File: config.mk
export PLATFORM = sky130hd
export DESIGN_NAME = mem_arbiter
export DESIGN_NICKNAME = d
export VERILOG_FILES = /design/src/rtl/cpu_types_pkg.sv /design/src/rtl/mem_arbiter.sv
export SDC_FILE = /design/constraint.sdc
export NUM_CORES = 1
export LEC_CHECK = 0
export CAP_MARGIN = 20
export CORE_AREA = 2 2 103 105
export CTS_BUF_LIST = sky130_fd_sc_hd__clkbuf_4 sky130_fd_sc_hd__clkbuf_8
export DETAILED_ROUTE_END_ITERATION = 12
export DIE_AREA = 0 0 105 107
export SYNTH_ARGS = -nofsm -noshare
export SYNTH_HDL_FRONTEND = slang
export SYNTH_SLANG_ARGS = --single-unit
File: constraint.sdc
create_clock -name CLK -period 2.8 [get_ports CLK]
set_input_delay 0.28 -clock CLK [delete_from_list [all_inputs] [get_ports CLK]]
set_output_delay 0.28 -clock CLK [all_outputs]
set_load 0.01 [all_outputs]
File: src/rtl/cpu_types_pkg.sv
// ---------------------------------------------------------------------------
// cpu_types_pkg
// Purpose : Shared types for the cache/RAM side of the CPU.
//           - word_t      : 32-bit data/address word
//           - ramstate_t  : status reported by the single-port RAM
//           - arb_state_t : state encoding of the memory arbiter FSM
// Ports   : none (package)
// ---------------------------------------------------------------------------
package cpu_types_pkg;

   typedef logic [31:0] word_t;

   typedef enum logic [1:0] {
      FREE   = 2'd0,
      BUSY   = 2'd1,
      ACCESS = 2'd2,
      ERROR  = 2'd3
   } ramstate_t;

   typedef enum logic [1:0] {
      ARB  = 2'd0,
      DGNT = 2'd1,
      IGNT = 2'd2
   } arb_state_t;

   // Width of the icache starvation counter.
   localparam int STARVE_W = 3;

endpackage : cpu_types_pkg

File: src/rtl/mem_arbiter.sv
// ---------------------------------------------------------------------------
// mem_arbiter
// Purpose : Registered arbiter between the icache and dcache and the
//           single-port RAM. One cache is granted at a time and its request
//           is steered to the RAM; RAM data and wait go back to that cache.
//           A dcache grant is held across both words of a two-word block so
//           an instruction fetch can never split a block.
// Params  : STARVE_LIMIT - consecutive dcache-won arbitrations with iREN
//                          pending before the icache is forced one grant
// Ports   : CLK       in   clock, rising edge
//           nRST      in   asynchronous active-low reset
//           iREN      in   icache read request
//           iaddr     in   icache word address
//           iwait     out  icache stall, 0 only in the completing cycle
//           iload     out  icache read data
//           dREN      in   dcache read request
//           dWEN      in   dcache write request
//           daddr     in   dcache word address, bit 2 selects block word
//           dstore    in   dcache write data
//           dwait     out  dcache stall, 0 only in the completing cycle
//           dload     out  dcache read data
//           ramREN    out  RAM read
//           ramWEN    out  RAM write
//           ramaddr   out  RAM address
//           ramstore  out  RAM write data
//           ramload   in   RAM read data
//           ramstate  in   RAM status (ramstate_t)
// ---------------------------------------------------------------------------
module mem_arbiter #(
   parameter int STARVE_LIMIT = 4
) (
   input  logic        CLK,
   input  logic        nRST,
   input  logic        iREN,
   input  logic [31:0] iaddr,
   output logic        iwait,
   output logic [31:0] iload,
   input  logic        dREN,
   input  logic        dWEN,
   input  logic [31:0] daddr,
   input  logic [31:0] dstore,
   output logic        dwait,
   output logic [31:0] dload,
   output logic        ramREN,
   output logic        ramWEN,
   output logic [31:0] ramaddr,
   output logic [31:0] ramstore,
   input  logic [31:0] ramload,
   input  logic [1:0]  ramstate
);

   import cpu_types_pkg::*;

   localparam logic [STARVE_W-1:0] STARVE_MAX = STARVE_W'(STARVE_LIMIT);

   arb_state_t          state_q, state_d;
   logic                lock_q, lock_d;
   logic [STARVE_W-1:0] starve_q, starve_d;

   ramstate_t ram_state;
   logic      dreq;
   logic      ram_done;

   assign ram_state = ramstate_t'(ramstate);
   assign dreq      = dREN | dWEN;
   // ERROR is deliberately not a completion: the request stays on the bus
   // and is retried exactly like BUSY.
   assign ram_done  = (ram_state == ACCESS);

   // Next-state logic. The starve counter only moves on arbitration
   // decisions taken in ARB, so the second word of a locked block does not
   // count against the icache.
   always_comb begin
      state_d  = state_q;
      lock_d   = lock_q;
      starve_d = starve_q;
      case (state_q)
         ARB: begin
            if (dreq && iREN) begin
               if (starve_q < STARVE_MAX) begin
                  state_d  = DGNT;
                  starve_d = starve_q + STARVE_W'(1);
               end else begin
                  state_d  = IGNT;
                  starve_d = '0;
               end
            end else if (dreq) begin
               state_d  = DGNT;
               starve_d = '0;
            end else if (iREN) begin
               state_d  = IGNT;
               starve_d = '0;
            end
         end
         DGNT: begin
            if (!dreq) begin
               // dcache dropped its request (e.g. halt mid-block)
               state_d = ARB;
               lock_d  = 1'b0;
            end else if (ram_done) begin
               if (daddr[2]) begin
                  state_d = ARB;
                  lock_d  = 1'b0;
               end else begin
                  lock_d  = 1'b1;
               end
            end
         end
         IGNT: begin
            if (!iREN || ram_done) begin
               state_d = ARB;
            end
         end
         default: begin
            state_d = ARB;
            lock_d  = 1'b0;
         end
      endcase
   end

   // Output steering: purely combinational from the current grant, so an
   // asynchronous reset drops every RAM request in the same instant.
   always_comb begin
      ramREN   = 1'b0;
      ramWEN   = 1'b0;
      ramaddr  = '0;
      ramstore = '0;
      iwait    = 1'b1;
      dwait    = 1'b1;
      iload    = '0;
      dload    = '0;
      case (state_q)
         DGNT: begin
            ramaddr  = daddr;
            ramWEN   = dWEN;
            ramREN   = dREN & ~dWEN;
            ramstore = dstore;
            dload    = ramload;
            dwait    = ~ram_done;
         end
         IGNT: begin
            ramREN  = 1'b1;
            ramaddr = iaddr;
            iload   = ramload;
            iwait   = ~ram_done;
         end
         default: begin
         end
      endcase
   end

   // State registers with asynchronous active-low reset.
   always_ff @(posedge CLK or negedge nRST) begin
      if (!nRST) begin
         state_q  <= ARB;
         lock_q   <= 1'b0;
         starve_q <= '0;
      end else begin
         state_q  <= state_d;
         lock_q   <= lock_d;
         starve_q <= starve_d;
      end
   end

endmodule : mem_arbiter

After elaboration in Yosys (flattened, before gate mapping)
Index checks and enable logic that the tools add are counted.
W data, S select, Z words.
{ "classes": {"addsub": 1, "magnitude_cmp": 1, "eq_ne": 7, "mux": 21, "n_bitwise": 4, "n_reduce_logical": 7} }
{ "op_table": {"columns": ["cell", "n"], "rows": [
  ["$mux W32", 3],
  ["$pmux W32 S2", 1],
  ["$mux W2", 8],
  ["$mux W3", 4],
  ["$ne A3 B3 Y1 const B", 2],
  ["$pmux W2 S3", 1],
  ["$eq A2 B2 Y1 const B", 2],
  ["$ne A4 B4 Y1 const B", 1],
  ["$reduce_and A4 Y1", 1],
  ["$add A3 B1 Y3 const B", 1],
  ["$lt A3 B3 Y1 const B", 1],
  ["$mux W1", 3],
  ["$reduce_bool A3 Y1", 1],
  ["$eq A2 B1 Y1 const B", 1],
  ["$logic_not A2 Y1", 1],
  ["$ne A2 B2 Y1 const B", 1],
  ["$not A1 Y1", 2],
  ["$pmux W1 S2", 1],
  ["$reduce_and A2 Y1", 1],
  ["$and A1 B1 Y1", 1],
  ["$logic_and A1 B1 Y1", 1],
  ["$logic_not A1 Y1", 1],
  ["$logic_or A1 B1 Y1", 1],
  ["$or A1 B1 Y1", 1]
]} }
{ "totals": {"reg_bits": 5, "input_bits": 135, "wordCells": 43} }

Longest topological paths before layout
Gate-level depths: netlist (run 1).
{ "logic_depth": {"depth_word": 4, "ltp_mapped": 7, "ltp_nobuf": 6} }

Worst setup path before layout (run 1)
No wires, ideal clock.
{ "synth_timing": {"path_kind": "reg2out", "from": "register state_q[0]", "to": "output port ramaddr[10]", "arrival_ns": 1.211, "t_required_ns": 2.520, "setup_slack_ns": 1.309, "stages_incl_launch_ff": 7, "cell_sequence": "dfrtp_1 > inv_1 > ha_1 > buf_4 > buf_2 > a22oi_1 > nor2b_1"} }
{ "synth_between": {"elab_chain_len": 2} }
{ "synth_rtl": {"columns": ["item", "line_no", "text"], "rows": [
  ["start: declaration", "mem_arbiter.sv:56", "arb_state_t state_q, state_d;"],
  ["start signal: assignment", "mem_arbiter.sv:159", "state_q <= state_d;"],
  ["$eq A2 B2 Y1 or $eq A2 B1 Y1 (tied branches)", null, null],
  ["$pmux W32 S2 *", "mem_arbiter.sv:132", "case (state_q)"],
  ["end: declaration", "mem_arbiter.sv:46", "output logic [31:0] ramaddr,"]
]} }
Every way passes the cells marked *; elsewhere a longest branch is shown, timed or not.

Final worst setup path (run 1)
{ "layout_timing": {"from": "register state_q[1]", "to": "output port ramaddr[22]"} }
The elaborated chain is that of the path after synthesis.

==> metrics.cfg, run 1 <==
[status]
run_status = finished, final reports clean

[clock_tree]
clkLatencyLatePin_ns = 0.22
htree_levels = 1
holdBufCountCts = 0
clkTransAtPathRegs_ns = 0.04
clock_path_buffers = 2
cts_num_sinks = 5
post_cts_buffers = 0
numCtsBuffers = 3
root_buffer = clkbuf_8
cts_tree = yes
cts.repair.resized = 0

[timing]
fin_setup_tns_ns = 0
fmax_ghz = 0.418
period_share_pct = 85.4
relSlewSlack_pct = 74.6
finalClockSkew_ns = 0.00261
rsz0062_at_grt = no
drv_slew = 0
finalCriticalPeriod_ns = 2.39
hold_viol = 0
setup_viol = 0
worst_slew_pin_slew_ns = 0.378

[floorplanning]
die_width_um = 105
die_h_um = 107
ioPinCount = 267
initial_core_util_pct = 14.8
dieArea_sq_mm = 0.0112
core.rowCount = 37
core_sq_mm = 0.0101

[critical_path]
crit_arrival_ns = 2.11
reg2reg_from = state_q[1]$_DFFE_PN0P_
crit_path_start_kind = register
critPathMaxFanout = 40
worstSetupPathType = reg2out
worst-r2r-setup-slack_ns = 1.07
rr_worst_depth = 6
cp.required_ns = 2.52
r2r_end = state_q[0]$_DFFE_PN0P_
worstSetupEndpointType = output port

[place]
routabilityCongestion = 0.803
dp_hpwl_um = 8090
numPortBuffers = 266
place_area_sq_mm = 0.00429

[yosys]
syn_area_sq_mm = 0.00149
synthTopCellsByCount = and2_1 (97), a22oi_1 (32), nor2b_1 (32)
yosys-top-cells-area = and2_1 (41%), a22oi_1 (16%), nor2b_1 (13%)
synth_seq_cells = 5
synth.avg_cell_area_sq_um = 6.87
synthArstFlopShare_pct = 100
synth-edff-count = 0
ys_types = 26
synth_cells = 217
syn-num-nets = 356
synth_top_area_share_pct = 40.7
yosysTopAreaCell = and2_1
ys_warn_count = 0
yosysMostFrequentCell = and2_1
synth-main-ff-cell = dfrtp_1
ys_seq_area_share_pct = 8.39

[drt]
detail_route.vias_per_cell = 4.04
post_drt_wl_per_cell_um = 16.1
drt_wl_total_um = 9760
final_antenna_net_count = 0
vias = 2456
drc = 0
dr.first_iter.drc_count = 93
firstDrtPassIters = 4

[grt]
grt_max_degree = 61
first_global_vias = 2535
overflow = 0
grt_usage_pct = 16.3
grt_first_pass_wirelength_um = 14500
antenna_found_initial = 3

[flow_run]
max-cap-violations = 0

[layout]
syn_to_final_growth_pct = 191
diodes = 0
nets = 612
fin_area_sq_mm = 0.00434
layout-drive-gt1-share_pct = 3.18

[power]
leakage_nw = 1.59
powerDensity_mw_per_mm2 = 647
peakVddDrop_uv = 285

[worst_hold_path]
hold_class = in2async

## metrics by stage
stage          hold WS [ns]  util, %  total power, mW  setup slack [ns]  std cells
2_1_floorplan       -0.0156        -             1.30              1.31        217
3_3_place_gp          0.492     42.5             2.67             0.665        604
3_5_place_dp          0.522     42.5             2.70             0.612        604
4_1_cts               0.288     43.0             2.86             0.374        608
5_1_grt               0.290     43.0             3.03             0.207        608
6_report              0.285     43.0             2.80             0.409        608
## per-layer routing
| metal | track usage, % | wire length [um] | up-vias |
|---|---|---|---|
| li1 | - | - | 1228 |
| met1 | 18.0 | 3790 | 1100 |
| met2 | 30.0 | 5010 | 106 |
| met3 | 5.59 | 777 | 16 |
| met4 | 3.43 | 138 | 6 |
| met5 | 0 | 44 | - |
## cell usage in the layout, fill, tap and decap left out
cell,instances
clkbuf_4,1
nor2_1,2
a22o_1,2
dfrtp_1,5
mux2_2,1
o21ai_2,1
buf_4,5
nand3b_1,1
clkdlybuf4s50_1,266
and3b_1,1
o2bb2ai_1,1
o31ai_1,1
nor2b_1,32
clkbuf_8,3
a21oi_1,1
o22a_1,1
and2b_1,1
nor3_2,1
nand2_1,7
ha_1,2
ha_2,2
a22oi_1,32
a32o_1,1
and2_1,97
o31a_1,1
buf_12,1
o21a_1,1
inv_1,2
## worst max path at each step
| stage | depth (start not counted) | end | start | slack (ns) |
|---|---|---|---|---|
| final | 6 | ramaddr[22] | state_q[1]$_DFFE_PN0P_ | 0.41 |
| after global routing | 6 | ramaddr[2] | state_q[1]$_DFFE_PN0P_ | 0.21 |
| after CTS | 6 | ramaddr[22] | state_q[1]$_DFFE_PN0P_ | 0.37 |
| after detailed placement | 6 | ramaddr[22] | state_q[1]$_DFFE_PN0P_ | 0.61 |
| after global placement | 7 | ramREN | state_q[1]$_DFFE_PN0P_ | 0.67 |
| after floorplan | 6 | ramaddr[10] | state_q[0]$_DFFE_PN0P_ | 1.31 |
## power by group
| part | switching, mW | total (mW) | internal [mW] |
|---|---|---|---|
| clock network | 0.0375 | 0.145 | 0.108 |
| registers | 0.0193 | 0.118 | 0.0987 |
| logic | 1.09 | 2.54 | 1.45 |
## final cells by class
cell class | instances | area, sq um
Clock buffer | 4 | 48.8
Fill cell | 1027 | 5760
Inverter | 2 | 7.51
Multi-Input combinational cell | 189 | 1260
Sequential cell | 5 | 125
Tap cell | 136 | 170
Timing Repair Buffer | 272 | 2720
## logic make-up after synthesis
| logic type | synth area share (%) |
|---|---|
| mux | 0.755 |
| buf+inv | 7.21 |
| flops | 8.39 |
| compound gates | 21.6 |
| fa+ha+maj | 3.36 |
| simple gates | 58.6 |
## worst max-delay path, cell delays in order (launching register included)
cell and delay [ns]:
dfrtp_1 0.40, inv_1 0.09, ha_2 0.20, buf_4 0.35
a22oi_1 0.16, nor2b_1 0.15, clkdlybuf4s50_1 0.55
## flip-flops by register name (all words and copies together) (netlist names)
name      flops
starve_q      3
state_q       2
(Power assumes the default switching activity.)
==> inputs of run 2 (changes only) <==
CORE_AREA = 2 2 104 106   (was 2 2 103 105)
CTS_CLUSTER_SIZE = 10   (was default)
DIE_AREA = 0 0 106 108   (was 0 0 105 107)
clock period = 2.6 ns   (was 2.8 ns; I/O delays follow)
==> metrics.cfg, run 2 (synthesis gave the netlist of run 1 again) <==
[critical_path]
crit_start = state_q[0]$_DFFE_PN0P_
rr_worst_depth = 6  ; unchanged
worstSetupEndpointType = output port
crit_path_start_kind = register
worstSetupPathType = reg2out
worst-r2r-setup-slack_ns = 0.95  ; -0.12 ns
crit_arrival_ns = 2.06  ; -0.05 ns
critPathMaxFanout = 32  ; -20%
reg2reg_from = state_q[0]$_DFFE_PN0P_
cp.required_ns = 2.34  ; -0.18 ns

[place]
routabilityCongestion = 0.833  ; +3.7%
dp_hpwl_um = 7940  ; -1.9%
placed_cells = 603  ; -0.17%
numPortBuffers = 266  ; unchanged

[drt]
firstDrtPassIters = 4  ; unchanged
vias = 2484  ; +1.1%
detail_route.vias_per_cell = 4.09  ; +1.1%
post_drt_wl_per_cell_um = 15.8  ; -1.5%
final_antenna_net_count = 0  ; unchanged
dr.first_iter.drc_count = 86  ; -7.5%
drt_wl_total_um = 9620  ; -1.5%
drc = 0  ; unchanged

[timing]
hold_viol = 0  ; unchanged
rsz0062_at_grt = no
finalCriticalPeriod_ns = 2.32
fmax_ghz = 0.431
drv_slew = 0  ; unchanged
period_share_pct = 89.2
relSlewSlack_pct = 73.8  ; -0.73 points
holdWs_ns = 0.271  ; -0.0141 ns
worst_slew_pin_slew_ns = 0.389  ; +0.0109 ns
fin_setup_tns_ns = 0  ; unchanged
finalClockSkew_ns = 0.000545  ; -0.00206 ns
setup_viol = 0  ; unchanged

[floorplanning]
core_sq_mm = 0.0102  ; +1.4%
dieArea_sq_mm = 0.0114  ; +1.9%
initial_core_util_pct = 14.6  ; -0.20 points
ioPinCount = 267  ; unchanged
die_width_um = 106  ; +0.95%
die_h_um = 108  ; +0.93%
core.rowCount = 37  ; unchanged

[layout]
finish.utilization_pct = 42.4  ; -0.51 points
syn_to_final_growth_pct = 191
largestRegisters = starve_q x3, state_q x2
fin_cells = 608  ; unchanged
top_register = starve_q
final_common_cell = clkdlybuf4s50_1
largest_register_ffs = 3  ; unchanged
layout-drive-gt1-share_pct = 2.97  ; -0.21 points
layout_common_cells = clkdlybuf4s50_1 (266), and2_1 (97), a22oi_1 (32), nor2b_1 (32), nand2_1 (7)
nets = 611  ; -0.16%

[clock_tree]
cts.repair.resized = 0  ; unchanged
clkTransAtPathRegs_ns = 0.04  ; about the same
cts_num_sinks = 5  ; unchanged
htree_levels = 1  ; unchanged
holdBufCountCts = 0  ; unchanged
numCtsBuffers = 3  ; unchanged
root_buffer = clkbuf_8
clkLatencyLatePin_ns = 0.23  ; about the same
clock_path_buffers = 2  ; unchanged
post_cts_buffers = 0  ; unchanged
cts_tree = yes

[power]
peakVddDrop_uv = 398  ; +39%
fin_total_pwr_mw = 3.02  ; +7.8%
leakage_nw = 1.58  ; about the same
powerDensity_mw_per_mm2 = 696  ; +7.7%

[status]
run_status = finished, final reports clean

[grt]
grt_max_degree = 57  ; -6.6%
grt_first_pass_wirelength_um = 14000  ; -2.9%
overflow = 0  ; unchanged
first_global_vias = 2480  ; -2.2%
antenna_found_initial = 3  ; unchanged
grt_usage_pct = 15.5  ; -0.80 points

[worst_hold_path]
hold_class = in2async

[flow_run]
max-cap-violations = 0  ; unchanged

## run 2: cell types whose count changed in the layout (fill, tap and decap cells not counted)
cell / delta
buf_4: -2
buf_12: +1
diode_2: +1
## run 2: cell type report
| class | count | area, sq um |
|---|---|---|
| diodes | 1 | 2.50 |
| clock buffers | 4 | 48.8 |
| fillers | 1058 | 5890 |
| inverters | 2 | 7.51 |
| multi-input cells | 189 | 1260 |
| flip-flops and latches | 5 | 125 |
| well taps | 136 | 170 |
| repair buffers | 271 | 2730 |
## run 2: where the power goes
part,internal (mW),total (mW),switching (mW)
clock,0.116,0.158,0.0425
sequential,0.106,0.127,0.0205
combinational,1.56,2.74,1.18
## run 2: metrics by stage
step                      area, sq um  setup slack [ns]
after floorplan                  1490              1.13
after global placement           4290             0.549
after detailed placement         4290             0.496
after CTS                        4340             0.253
after global routing             4340             0.137
final                            4340             0.281
## run 2: critical path, cell delays in order, from the launching register on
cell and delay (ns):
dfrtp_1 0.39, inv_1 0.10, ha_2 0.18, buf_4 0.31
a22oi_1 0.15, nor2b_1 0.12, clkdlybuf4s50_1 0.58
## run 2: layer usage
layer | vias up | track usage, % | wire [um]
met5 | - | 0 | 27
li1 | 1233 | - | -
met1 | 1110 | 16.3 | 3560
met3 | 20 | 4.82 | 868
met2 | 117 | 29.7 | 4980
met4 | 4 | 4.23 | 183
## run 2: path summary, 6_finish.rpt
path	end
max	ramaddr[1]
min	state_q[0]$_DFFE_PN0P_
max reg2reg	state_q[0]$_DFFE_PN0P_
min reg2reg	starve_q[1]$_DFFE_PN0P_
max in group asynchronous	starve_q[1]$_DFFE_PN0P_
min in group CLK	starve_q[1]$_DFFE_PN0P_
==> inputs of run 3 (changes only) <==
PLACE_DENSITY = 0.58   (was default)
==> metrics.cfg, run 3 (synthesis gave the netlist of run 1 again) <==
[layout]
layout-drive-gt1-share_pct = 3.18  ; +0.21 points
top_register = starve_q
final_common_cell = clkdlybuf4s50_1
layout_common_cells = clkdlybuf4s50_1 (266), and2_1 (97), a22oi_1 (32), nor2b_1 (32), nand2_1 (7)
finish.utilization_pct = 42.4  ; -0.049 points
syn_to_final_growth_pct = 191
largest_register_ffs = 3  ; unchanged
largestRegisters = starve_q x3, state_q x2
nets = 612  ; +0.16%

[critical_path]
worstSetupPathType = reg2out
cp.required_ns = 2.34  ; about the same
critPathMaxFanout = 40  ; +25%
crit_path_start_kind = register
crit_arrival_ns = 2.14  ; +0.08 ns
worstSetupEndpointType = output port

[drt]
vias = 2430  ; -2.2%
dr.first_iter.drc_count = 124  ; +44%
drc = 0  ; unchanged
detail_route.vias_per_cell = 3.99  ; -2.3%
firstDrtPassIters = 4  ; unchanged
final_antenna_net_count = 0  ; unchanged
drt_wl_total_um = 9490  ; -1.3%
post_drt_wl_per_cell_um = 15.6  ; -1.5%

[power]
leakage_nw = 1.59  ; about the same
seqPwrFrac_pct = 4.2  ; about the same
sw_frac_of_total_pct = 40.8  ; -0.19 points
peakVddDrop_uv = 366  ; -7.9%
p_sw_mw = 1.22  ; -1.2%
clkPwrFrac_pct = 5.2  ; about the same
p_comb_share_pct = 90.5  ; about the same
powerDensity_mw_per_mm2 = 692  ; -0.64%
p_int_mw = 1.78  ; -0.43%

[clock_tree]
holdBufCountCts = 0  ; unchanged
numCtsBuffers = 3  ; unchanged
cts_tree = yes
clock_path_buffers = 2  ; unchanged
cts.repair.resized = 0  ; unchanged
htree_levels = 1  ; unchanged
clkLatencyLatePin_ns = 0.22  ; about the same
clkTransAtPathRegs_ns = 0.04  ; about the same
post_cts_buffers = 0  ; unchanged
root_buffer = clkbuf_8
cts_num_sinks = 5  ; unchanged

[timing]
fmax_ghz = 0.417  ; -3.4%
fin_setup_tns_ns = 0  ; unchanged
hold_viol = 0  ; unchanged
finalClockSkew_ns = 0.00275  ; +0.00220 ns
relSlewSlack_pct = 72.4  ; -1.4 points
rsz0062_at_grt = no
period_share_pct = 92.3  ; +3.1 points
setup_viol = 0  ; unchanged
finalCriticalPeriod_ns = 2.40  ; +0.0815 ns
worst_slew_pin_slew_ns = 0.410  ; +0.0207 ns
drv_slew = 0  ; unchanged

[floorplanning]
ioPinCount = 267  ; unchanged
core.rowCount = 37  ; unchanged
die_width_um = 106  ; unchanged
die_h_um = 108  ; unchanged
initial_core_util_pct = 14.6  ; unchanged
dieArea_sq_mm = 0.0114  ; unchanged
core_sq_mm = 0.0102  ; unchanged

[place]
dp_hpwl_um = 7860  ; -0.93%
numPortBuffers = 266  ; unchanged
routabilityCongestion = 0.747  ; -10%

[grt]
grt_usage_pct = 15.3  ; -0.18 points
antenna_found_initial = 4  ; +1
first_global_vias = 2490  ; +0.40%
grt_max_degree = 61  ; +7.0%
grt_first_pass_wirelength_um = 13900  ; -0.98%
overflow = 0  ; unchanged

[flow_run]
max-cap-violations = 0  ; unchanged

[status]
run_status = finished, final reports clean

[worst_hold_path]
hold_class = in2async

==> run 3: changes by cell type in the layout (fill, tap and decap cells not counted) <==
| cell | delta |
|---|---|
| buf_12 | -1 |
| buf_4 | +2 |
==> run 3: final timing paths <==
check	startpoint	endpoint	slack, ns	cells past startpoint
min in group CLK	starve_q[1]$_DFFE_PN0P_	starve_q[1]$_DFFE_PN0P_	0.51	1
setup reg to reg	state_q[1]$_DFFE_PN0P_	state_q[0]$_DFFE_PN0P_	0.87	6
hold / removal	nRST	state_q[0]$_DFFE_PN0P_	0.27	1
hold reg to reg	starve_q[1]$_DFFE_PN0P_	starve_q[1]$_DFFE_PN0P_	0.51	1
setup / recovery	state_q[1]$_DFFE_PN0P_	ramaddr[14]	0.20	6
max in group asynchronous	nRST	starve_q[2]$_DFFE_PN0P_	2.13	1
==> run 3: metal layers <==
layer	up-vias	global-route usage (%)	routed length, um
li1	1230	-	-
met1	1071	17.4	3670
met2	113	28.6	4870
met3	10	5.49	873
met4	6	1.32	34
met5	-	0	40
==> run 3: per-stage QoR <==
| stage | worst slack [ns] | hold slack [ns] | std cells | instance area, sq um | power (mW) |
|---|---|---|---|---|---|
| 3_5_place_dp | 0.454 | 0.501 | 604 | 4290 | 2.87 |
| 4_1_cts | 0.182 | 0.270 | 608 | 4340 | 3.04 |
| 3_3_place_gp | 0.479 | 0.492 | 604 | 4290 | 2.86 |
| 2_1_floorplan | 1.13 | -0.0356 | 217 | 1490 | 1.40 |
| 6_report | 0.199 | 0.266 | 609 | 4340 | 3.00 |
| 5_1_grt | 0.0366 | 0.277 | 608 | 4340 | 3.23 |
==> run 3: area by class of cell <==
class	instances	area [sq um]
inverters	2	7.51
repair buffers	272	2720
diodes	1	2.50
well taps	136	170
fillers	1046	5890
clock buffers	4	48.8
multi-input cells	189	1260
flip-flops and latches	5	125
==> run 3: power groups by stage <==
stage | Sequential (mW) | Combinational, mW | Clock, mW
6_report | 0.127 | 2.72 | 0.157
5_1_grt | 0.132 | 2.94 | 0.166
4_1_cts | 0.127 | 2.75 | 0.161
3_5_place_dp | 0.127 | 2.74 | 0
3_3_place_gp | 0.125 | 2.74 | 0
2_1_floorplan | 0.122 | 1.28 | 0
==> run 3: critical path, cell delays in order (launching register included) <==
cell and delay (ns):
dfrtp_1 0.39, inv_1 0.09, ha_2 0.21, buf_4 0.34, a22oi_1 0.15, nor2b_1 0.14
clkdlybuf4s50_1 0.57
